<file path="src/rtl/serial_alu_unit_pkg.sv">
// ISA constants and result packet layout for the serial execution unit.
// Opcode values and the default register size are shared with the processor front-end.
package serial_alu_unit_pkg;

  localparam int REGISTER_SIZE = 32;
  localparam int OPCODE_SIZE   = 3;
  localparam int ALU_IN_BITS   = OPCODE_SIZE + 2 * REGISTER_SIZE;
  localparam int ALU_OUT_BITS  = REGISTER_SIZE + 2;

  // ROL/ROR take the encodings that used to belong to SHL/SHR.
  localparam logic [2:0] OP_ADD = 3'h0;
  localparam logic [2:0] OP_AND = 3'h1;
  localparam logic [2:0] OP_OR  = 3'h2;
  localparam logic [2:0] OP_MUL = 3'h3;
  localparam logic [2:0] OP_ROL = 3'h4;
  localparam logic [2:0] OP_ROR = 3'h5;
  localparam logic [2:0] OP_LW  = 3'h6;
  localparam logic [2:0] OP_SW  = 3'h7;

  // Result packet at the default register size; error is the last bit on the wire.
  typedef struct packed {
    logic                     error;
    logic                     carry;
    logic [REGISTER_SIZE-1:0] result;
  } alu_result_t;

endpackage

</file>
<file path="src/rtl/serial_alu_unit_shift_register.sv">
// Right-shifting register with parallel load and an LSB tap.
// Used as SIPO (shift in at MSB) and as PISO (load, then drain from the LSB).
module serial_shift_register #(
  parameter int WIDTH = 8
) (
  input  logic             clock,
  input  logic             reset,
  input  logic             load_en,
  input  logic [WIDTH-1:0] load_data,
  input  logic             shift_en,
  input  logic             shift_in,
  output logic [WIDTH-1:0] data,
  output logic             lsb
);

  // Load has priority so a new packet is never corrupted by a stray shift.
  always_ff @(posedge clock) begin
    if (reset)         data <= '0;
    else if (load_en)  data <= load_data;
    else if (shift_en) data <= {shift_in, data[WIDTH-1:1]};
  end

  assign lsb = data[0];

endmodule

</file>
<file path="src/rtl/serial_alu_unit.sv">
// Serial ALU: receives {op_2, op_1, op_code} LSB-first, executes in one cycle,
// and returns {error, carry, result} LSB-first with a last-bit marker.
module serial_alu_unit
  import serial_alu_unit_pkg::*;
#(
  parameter int DATA_WIDTH   = 32,
  parameter int OPCODE_WIDTH = 3
) (
  input  logic clock,
  input  logic reset,
  input  logic in_valid,
  input  logic in_bit,
  output logic in_ready,
  output logic out_valid,
  output logic out_bit,
  output logic out_last,
  input  logic out_ready
);

  localparam int IN_BITS  = OPCODE_WIDTH + 2 * DATA_WIDTH;
  localparam int OUT_BITS = DATA_WIDTH + 2;
  localparam int AMT_W    = $clog2(DATA_WIDTH);
  localparam int CNT_W    = $clog2(IN_BITS);

  localparam logic [CNT_W-1:0] IN_LAST  = CNT_W'(IN_BITS - 1);
  localparam logic [CNT_W-1:0] OUT_LAST = CNT_W'(OUT_BITS - 1);

  localparam logic [1:0] ST_RECEIVE  = 2'd0;
  localparam logic [1:0] ST_EXECUTE  = 2'd1;
  localparam logic [1:0] ST_TRANSMIT = 2'd2;

  typedef struct packed {
    logic                  error;
    logic                  carry;
    logic [DATA_WIDTH-1:0] result;
  } result_t;

  logic [1:0]            state;
  logic [CNT_W-1:0]      cnt;
  logic                  in_xfer;
  logic                  out_xfer;

  logic [IN_BITS-1:0]    in_data;
  logic                  sipo_lsb;
  logic [OUT_BITS-1:0]   piso_data;
  logic                  piso_lsb;

  logic [OPCODE_WIDTH-1:0] op_code;
  logic [DATA_WIDTH-1:0]   op_1;
  logic [DATA_WIDTH-1:0]   op_2;
  logic [AMT_W-1:0]        amount;
  logic                    op_known;
  logic [DATA_WIDTH:0]     sum;
  logic [2*DATA_WIDTH-1:0] rot_l;
  logic [2*DATA_WIDTH-1:0] rot_r;
  result_t                 alu_res;

  assign in_ready  = (state == ST_RECEIVE);
  assign out_valid = (state == ST_TRANSMIT);
  assign out_bit   = piso_lsb;
  assign out_last  = out_valid && (cnt == OUT_LAST);
  assign in_xfer   = in_valid && in_ready;
  assign out_xfer  = out_valid && out_ready;

  serial_shift_register #(.WIDTH(IN_BITS)) u_sipo (
    .clock     (clock),
    .reset     (reset),
    .load_en   (1'b0),
    .load_data ('0),
    .shift_en  (in_xfer),
    .shift_in  (in_bit),
    .data      (in_data),
    .lsb       (sipo_lsb)
  );

  serial_shift_register #(.WIDTH(OUT_BITS)) u_piso (
    .clock     (clock),
    .reset     (reset),
    .load_en   (state == ST_EXECUTE),
    .load_data (alu_res),
    .shift_en  (out_xfer),
    .shift_in  (1'b0),
    .data      (piso_data),
    .lsb       (piso_lsb)
  );

  // Only the SIPO parallel word and the PISO tap feed the datapath.
  logic unused_taps;
  assign unused_taps = ^{sipo_lsb, piso_data};

  assign op_code  = in_data[OPCODE_WIDTH-1:0];
  assign op_1     = in_data[OPCODE_WIDTH +: DATA_WIDTH];
  assign op_2     = in_data[OPCODE_WIDTH+DATA_WIDTH +: DATA_WIDTH];
  assign amount   = op_2[AMT_W-1:0];
  // Codes beyond the 3-bit ISA space are always rejected.
  assign op_known = ((op_code >> 3) == '0);

  always_comb begin
    alu_res = '0;
    sum     = {1'b0, op_1} + {1'b0, op_2};
    // Rotating a doubled word keeps amount=0 well defined (no shift by DATA_WIDTH).
    rot_l   = {op_1, op_1} << amount;
    rot_r   = {op_1, op_1} >> amount;
    if (!op_known) begin
      alu_res.error = 1'b1;
    end else begin
      case (op_code[2:0])
        OP_ADD: begin
          alu_res.result = sum[DATA_WIDTH-1:0];
          alu_res.carry  = sum[DATA_WIDTH];
        end
        OP_AND:  alu_res.result = op_1 & op_2;
        OP_OR:   alu_res.result = op_1 | op_2;
        OP_ROL:  alu_res.result = rot_l[2*DATA_WIDTH-1:DATA_WIDTH];
        OP_ROR:  alu_res.result = rot_r[DATA_WIDTH-1:0];
        default: alu_res.error  = 1'b1;
      endcase
    end
  end

  always_ff @(posedge clock) begin
    if (reset) begin
      state <= ST_RECEIVE;
      cnt   <= '0;
    end else begin
      case (state)
        ST_RECEIVE: begin
          if (in_xfer) begin
            if (cnt == IN_LAST) begin
              cnt   <= '0;
              state <= ST_EXECUTE;
            end else begin
              cnt <= cnt + 1'b1;
            end
          end
        end
        ST_EXECUTE: state <= ST_TRANSMIT;
        ST_TRANSMIT: begin
          if (out_xfer) begin
            if (cnt == OUT_LAST) begin
              cnt   <= '0;
              state <= ST_RECEIVE;
            end else begin
              cnt <= cnt + 1'b1;
            end
          end
        end
        default: begin
          state <= ST_RECEIVE;
          cnt   <= '0;
        end
      endcase
    end
  end

endmodule
</file>
<file path="config.mk">
export PLATFORM = sky130hd
export DESIGN_NAME = serial_alu_unit
export DESIGN_NICKNAME = d
export VERILOG_FILES = /design/src/rtl/serial_alu_unit_pkg.sv /design/src/rtl/serial_alu_unit_shift_register.sv /design/src/rtl/serial_alu_unit.sv
export SDC_FILE = /design/constraint.sdc
export NUM_CORES = 1
export LEC_CHECK = 0
export BUFFER_PORTS_ARGS = -buffer_cell sky130_fd_sc_hd__buf_2
export CORE_UTILIZATION = 55
export DETAILED_ROUTE_END_ITERATION = 8
export PLACE_DENSITY = 0.77
export SYNTH_ARGS = -nofsm -noshare
export SYNTH_HDL_FRONTEND = slang
export SYNTH_SLANG_ARGS = --single-unit
</file>
<file path="constraint.sdc">
create_clock -name clock -period 5.51 [get_ports clock]
set_input_delay 0.2755 -clock clock [delete_from_list [all_inputs] [get_ports clock]]
set_output_delay 0.2755 -clock clock [all_outputs]
set_load 0.02 [all_outputs]
</file>
==> out/results.ini, run 1 <==
[synthesis]
async_reset_ff_share_pct=0
synth_fp_nets=1564
syn_area_um2=12000
ys.flop_type=dfxtp_1
synth.distinct_cells=78
ys_ff_latch=110
synthCells=1491
yosysWarningCount=0
synth_area_per_cell_um2=8.01
synth-edff-count=0
synth_seq_area_share_pct=18.4

[sta]
drv_slew=0
rsz0062_at_grt=false
setup_viol_count_final=0
slew_headroom_pct=28.8
tns_ns=0
worst_pin_slew_ns=1.06
timing.final.crit_share_pct=64.1
fmax_mhz=283
hold_violations=0
period_minus_slack_ns=3.53
final.setup_skew_ns=0.0107

[setup_path]
startpoint_type=flop
cpMostUsedCell=o31ai_1
setup.worst_path.class=reg -> reg
cpMaxStageDelayCell=dfxtp_1
crit_arrival_ns=3.76
max_stage_delay_ns=0.88
critical_path_required_ns=5.73
cp_num_buf_inv=1
crit_family=compound AO/OA/AOI/OAI gates
path_cells=inv_1 > ha_1 > and3_1 > o211a_1 > o21a_1 > o31ai_1 > a31o_2 > o31ai_1 > a221oi_1 > o22ai_1
endpoint_kind=flop
path_max_fanout=14

[pwr]
p_clk_share_pct=45.9
switchingPower_w=0.000398
p_leak_nw=4.40
p_int_w=0.00117
power_frac_comb_pct=3.0
seqPwrFrac_pct=51.1
peakVddDrop_mv=0.152
power_density_nw_per_um2=129
p_sw_share_pct=25.4

[placed_design]
place_area_um2=11800
portBuffers=8
globalplace.congestion=1.00
dp_hpwl_mm=28.0

[clock_tree]
clock_path_buffers=2
clkTransAtPathRegs_ns=0.09
cts_sinks=110
cts_tree=done
postCtsSetupRepairBufs=0
htree_levels=3
post_cts_resized=0
clk-insertion-delay-late_ns=0.37
cts_root_buf=clkbuf_16
numCtsBuffers=9
hold_buffers=0

[global_route]
antenna_found_initial=0
grt_max_degree=92
grt_pass1_wl_mm=61.6
overflow=0
gr-usage-all-layers_pct=36.5
first_global_vias=10400

[floorplanning]
initial_core_util_pct=56.5
rows=53
io_pins=9
coreArea_um2=21200
die_h_um=149
dieWidth_um=149
dieArea_um2=22300

[detailed_routing]
wl_mm=40.3
drt_iter0_drc=1302
drc=0
first_pass_iters=5
ant_nets=0
routedWlPerCell_um=24.1
vias_per_cell=6.84
num_vias=11400

[layout]
area_growth_pct=1.33
finalInstanceArea_um2=12100
drive_above_1_share_pct=13.5
final_nets=1465
diodes=0

[job]
maxCapViolCount=0

[worst_hold_path]
hp-class=in -> reg

[status]
status=completed

## registers in the layout (all words and copies together), names as in the netlist
name / cells
cnt: 7
u_piso.data: 34
state: 2
u_sipo.data: 67
## worst min-delay path: stages
cell     delay, ns
buf_2         0.10
nand2_1       0.05
a21oi_1       0.05
## power groups by stage
stage               clock network, W   logic, W  registers [W]
floorplan                          0  0.0000347       0.000817
global placement                   0  0.0000462       0.000817
detailed placement                 0  0.0000469       0.000817
CTS                         0.000725  0.0000470       0.000799
global route                0.000750  0.0000519       0.000799
finish                      0.000717  0.0000475       0.000799
## metrics by stage
step	power, W	worst slack (ns)	util (%)	cells	hold slack [ns]
finish	0.00156	1.98	57.2	1671	0.157
global route	0.00160	1.81	57.2	1671	0.166
CTS	0.00157	2.08	57.2	1671	0.149
detailed placement	0.000864	2.11	55.8	1656	0.481
global placement	0.000863	2.14	55.8	1656	0.474
floorplan	0.000852	1.97	-	1491	0.411
## logic make-up (layout without fill, tap and decap cells)
family,count (synthesis),after routing,share of synthesized area (%)
AOI/OAI and AO/OA,388,388,21.0
xor gates and xnor gates,24,24,1.76
adders and majority gates,68,68,7.18
buffers and inverters,218,123,8.51
DFF,110,110,18.4
muxes,211,211,26.8
and+or+nand+nor,472,472,16.4
## metal layers
metal	routed length, µm	global-route usage [%]
met1	16600	50.0
met2	17700	55.0
met3	4360	7.89
met4	1730	15.8
met5	0	0
## final timing paths
kind	from	cells past startpoint	slack (ns)	to
min reg2reg	u_sipo.data[60]	2	0.49	u_sipo.data[59]
max reg2reg	u_sipo.data[11]	10	1.98	u_piso.data[32]
min	in_bit	3	0.16	u_sipo.data[66]
max	u_sipo.data[11]	10	1.98	u_piso.data[32]
## Yosys cell counts (10+ instances only)
cell type  count  area share [%]
clkbuf_1      75             2.4
a21oi_1      147             6.2
buf_2         21            0.88
and2_1        11            0.58
xor2_1        10            0.73
nor2_1       131             4.1
mux2_2        45             4.2
dfxtp_1      110              18
a221oi_1      10            0.73
nand2_1      267             8.4
buf_6         13             1.2
inv_1         75             2.4
buf_1         15            0.47
ha_1          67             7.0
buf_4         11            0.69
o21ai_0       74             3.1
a21o_1        10            0.63
mux2i_1       84             7.0
a211oi_1      18             1.1
o221ai_1      12            0.88
mux4_2        77              15
nand3_1       12            0.50
o211ai_1      20             1.3
and3_1        10            0.52
xnor2_1       14             1.0
## placed cells by master (no fill, tap or decap), types with 5 or more instances in the layout
cell type,synthesis,final
and2_1,11,10
a21oi_1,147,147
nand4_1,6,6
nor2_1,131,131
and3_1,10,10
buf_2,21,7
o211ai_1,20,20
ha_1,67,67
inv_1,75,74
a211oi_1,18,18
o22ai_1,8,8
o21ai_0,74,74
a2111oi_0,8,8
xor2_1,10,10
nand2_1,267,266
a21o_1,10,10
o2111ai_1,7,7
clkbuf_16,0,9
buf_4,11,23
nand3_1,12,12
mux4_2,77,77
dfxtp_1,110,105
a221oi_1,10,10
a22oi_1,5,5
xnor2_1,14,14
o21a_1,7,7
mux2_2,45,45
mux2i_1,84,84
a31oi_1,6,6
nor3_1,9,8
o221ai_1,12,12
## area by class of cell
class | instances | area (µm²)
fill | 1971 | 9040
multi-input combinational | 1163 | 8750
sequential | 110 | 2210
tap | 275 | 344
inverter | 78 | 293
clock buffer | 9 | 225
timing repair buffer | 30 | 208
clock inverter | 6 | 80.1
Power figures use the tool's default switching activity.
==> run 2, diff against run 1 <==
--- a/config.mk
+++ b/config.mk
@@ -8,7 +8,7 @@
 export BUFFER_PORTS_ARGS = -buffer_cell sky130_fd_sc_hd__buf_2
 export CORE_UTILIZATION = 55
 export DETAILED_ROUTE_END_ITERATION = 8
-export PLACE_DENSITY = 0.77
+export PLACE_DENSITY = 0.79
 export SYNTH_ARGS = -nofsm -noshare
 export SYNTH_HDL_FRONTEND = slang
 export SYNTH_SLANG_ARGS = --single-unit
==> constraint.sdc (replaced) <==
create_clock -name clock -period 3.16 [get_ports clock]
set_input_delay 0.158 -clock clock [delete_from_list [all_inputs] [get_ports clock]]
set_output_delay 0.158 -clock clock [all_outputs]
set_load 0.02 [all_outputs]
==> out/results.ini, run 2 (synthesized netlist as in run 1, its figures left out) <==
[detailed_routing]
routedWlPerCell_um=23.7  ; -1.8%
drc=0  ; unchanged
wl_mm=41.2  ; +2.1%
drt_iter0_drc=1468  ; +13%
ant_nets=0  ; unchanged
num_vias=11800  ; +3.2%
first_pass_iters=8  ; +3
vias_per_cell=6.79  ; -0.75%

[clock_tree]
hold_buffers=0  ; unchanged
htree_levels=3  ; unchanged
numCtsBuffers=9  ; unchanged
cts_tree=done
clkTransAtPathRegs_ns=0.09  ; about the same
post_cts_resized=0  ; unchanged
clk-insertion-delay-late_ns=0.38  ; about the same
clock_path_buffers=2  ; unchanged
cts_sinks=110  ; unchanged
cts_root_buf=clkbuf_16
postCtsSetupRepairBufs=0  ; unchanged

[placed_design]
portBuffers=8  ; unchanged
place_area_um2=12400  ; +4.9%
dp_hpwl_mm=30.2  ; +7.6%
pre_cts_slack_ns=0.342  ; -1.77 ns
globalplace.congestion=1.03  ; +2.3%
dp.cells=1721  ; +3.9%

[sta]
slew_headroom_pct=45.6  ; +17 points
fmax_mhz=342  ; +21%
worst_pin_slew_ns=0.807  ; -0.255 ns
layout_setup_ws_ns=0.238  ; -1.74 ns
final.setup_skew_ns=0.0155  ; +0.00483 ns
setup_viol_count_final=0  ; unchanged
timing.final.crit_share_pct=92.5  ; +28 points
tns_ns=0  ; unchanged
hold_violations=0  ; unchanged
period_minus_slack_ns=2.92  ; -0.611 ns
rsz0062_at_grt=false
drv_slew=0  ; unchanged

[global_route]
first_global_vias=10900  ; +4.9%
overflow=0  ; unchanged
antenna_found_initial=0  ; unchanged
grt_max_degree=69  ; -25%
gr-usage-all-layers_pct=37.3  ; +0.80 points
grt_pass1_wl_mm=63.3  ; +2.7%

[setup_path]
crit_family=compound AO/OA/AOI/OAI gates
startpoint_type=flop
endpoint_kind=flop
reg2reg_depth=11  ; +1
worstReg2RegStart=u_sipo.data[35]
crit_arrival_ns=3.22  ; -0.54 ns
cp_num_buf_inv=1  ; unchanged
max_stage_delay_ns=0.46  ; -0.42 ns
path_max_fanout=3  ; -11
cp.depth=11  ; +1
critical_path_required_ns=3.46  ; -2.27 ns
setup.worst_path.class=reg -> reg
cpMaxStageDelayCell=a2111o_1
critPathLaunch=u_sipo.data[35]
path_cells=ha_1 > inv_1 > fa_1 > nor2b_1 > o31a_1 > o21a_1 > o31ai_2 > a21oi_1 > o2111ai_1 > a2111o_1 > o211ai_1

[floorplanning]
io_pins=9  ; unchanged
rows=53  ; unchanged
initial_core_util_pct=56.5  ; unchanged
dieArea_um2=22300  ; unchanged
coreArea_um2=21200  ; unchanged
die_h_um=149  ; unchanged
dieWidth_um=149  ; unchanged

[pwr]
p_leak_nw=4.74  ; +7.7%
peakVddDrop_mv=0.218  ; +44%
power_density_nw_per_um2=210  ; +63%
power_w=0.00266  ; +70%

[layout]
finalInstanceArea_um2=12700  ; +4.7%
top_regs=u_sipo.data (67), u_piso.data (34), cnt (7)
fillCellCount=1894  ; -3.9%
final_common_cell=nand2_1
largest_reg_flops=67  ; unchanged
layout_common_cells=266 x nand2_1, 147 x a21oi_1, 131 x nor2_1
diodes=0  ; unchanged
area_growth_pct=6.10
regMostFlops=u_sipo.data
final_cells=1737  ; +3.9%
drive_above_1_share_pct=17.4  ; +3.9 points
final_nets=1530  ; +4.4%

[worst_hold_path]
hp-class=in -> reg
hp-start=in_bit
hold_depth=3  ; unchanged

[status]
status=completed

[job]
maxCapViolCount=0  ; unchanged

[run 2: cell count changes in the layout (fill, tap and decap cells not counted), sizes merged]
cell	delta
inv	-1
clkinv	+1
bufinv	-1
clkinvlp	+1
buf	+65
clkbuf	+1
[run 2: power by group]
part           internal [W]  leakage [nW]  switching, W
combinational     0.0000182          3.71     0.0000683
clock              0.000561         0.141      0.000624
sequential          0.00139         0.889    0.00000564
[run 2: tightest hold or removal path: stages]
cell	delay, ns
buf_2	0.10
nand2_1	0.05
a21oi_1	0.05
[run 2: path summary, 6_finish.rpt]
path	to	slack, ns
hold reg to reg	u_sipo.data[12]	0.49
setup / recovery	u_piso.data[30]	0.24
hold / removal	u_sipo.data[66]	0.02
setup reg to reg	u_piso.data[30]	0.24
[run 2: metal layers]
layer | routed length [µm] | share of wire, % | vias up | track usage, %
li1 | - | - | 5305 | -
met1 | 16300 | 39 | 5564 | 50.4
met2 | 17700 | 43 | 779 | 56.2
met3 | 4890 | 12 | 147 | 7.55
met4 | 2340 | 5.7 | 0 | 18.9
met5 | 0 | 0 | - | 0
[run 2: area by class of cell]
class / count / area (µm²) / share of cell area (%)
Inverter: 78 / 293 / 2.31
Sequential cell: 110 / 2210 / 17.5
Multi-Input combinational cell: 1163 / 8750 / 69.0
Clock inverter: 6 / 68.8 / 0.543
Timing Repair Buffer: 95 / 781 / 6.16
Clock buffer: 10 / 229 / 1.81
Tap cell: 275 / 344 / 2.71
[run 2: metrics by stage]
stage | hold WS [ns] | utilization [%]
finish | 0.0230 | 59.9
global route | 0.0416 | 59.9
CTS | 0.0167 | 59.9
global placement | 0.407 | 58.5
floorplan | 0.294 | -
detailed placement | 0.421 | 58.5
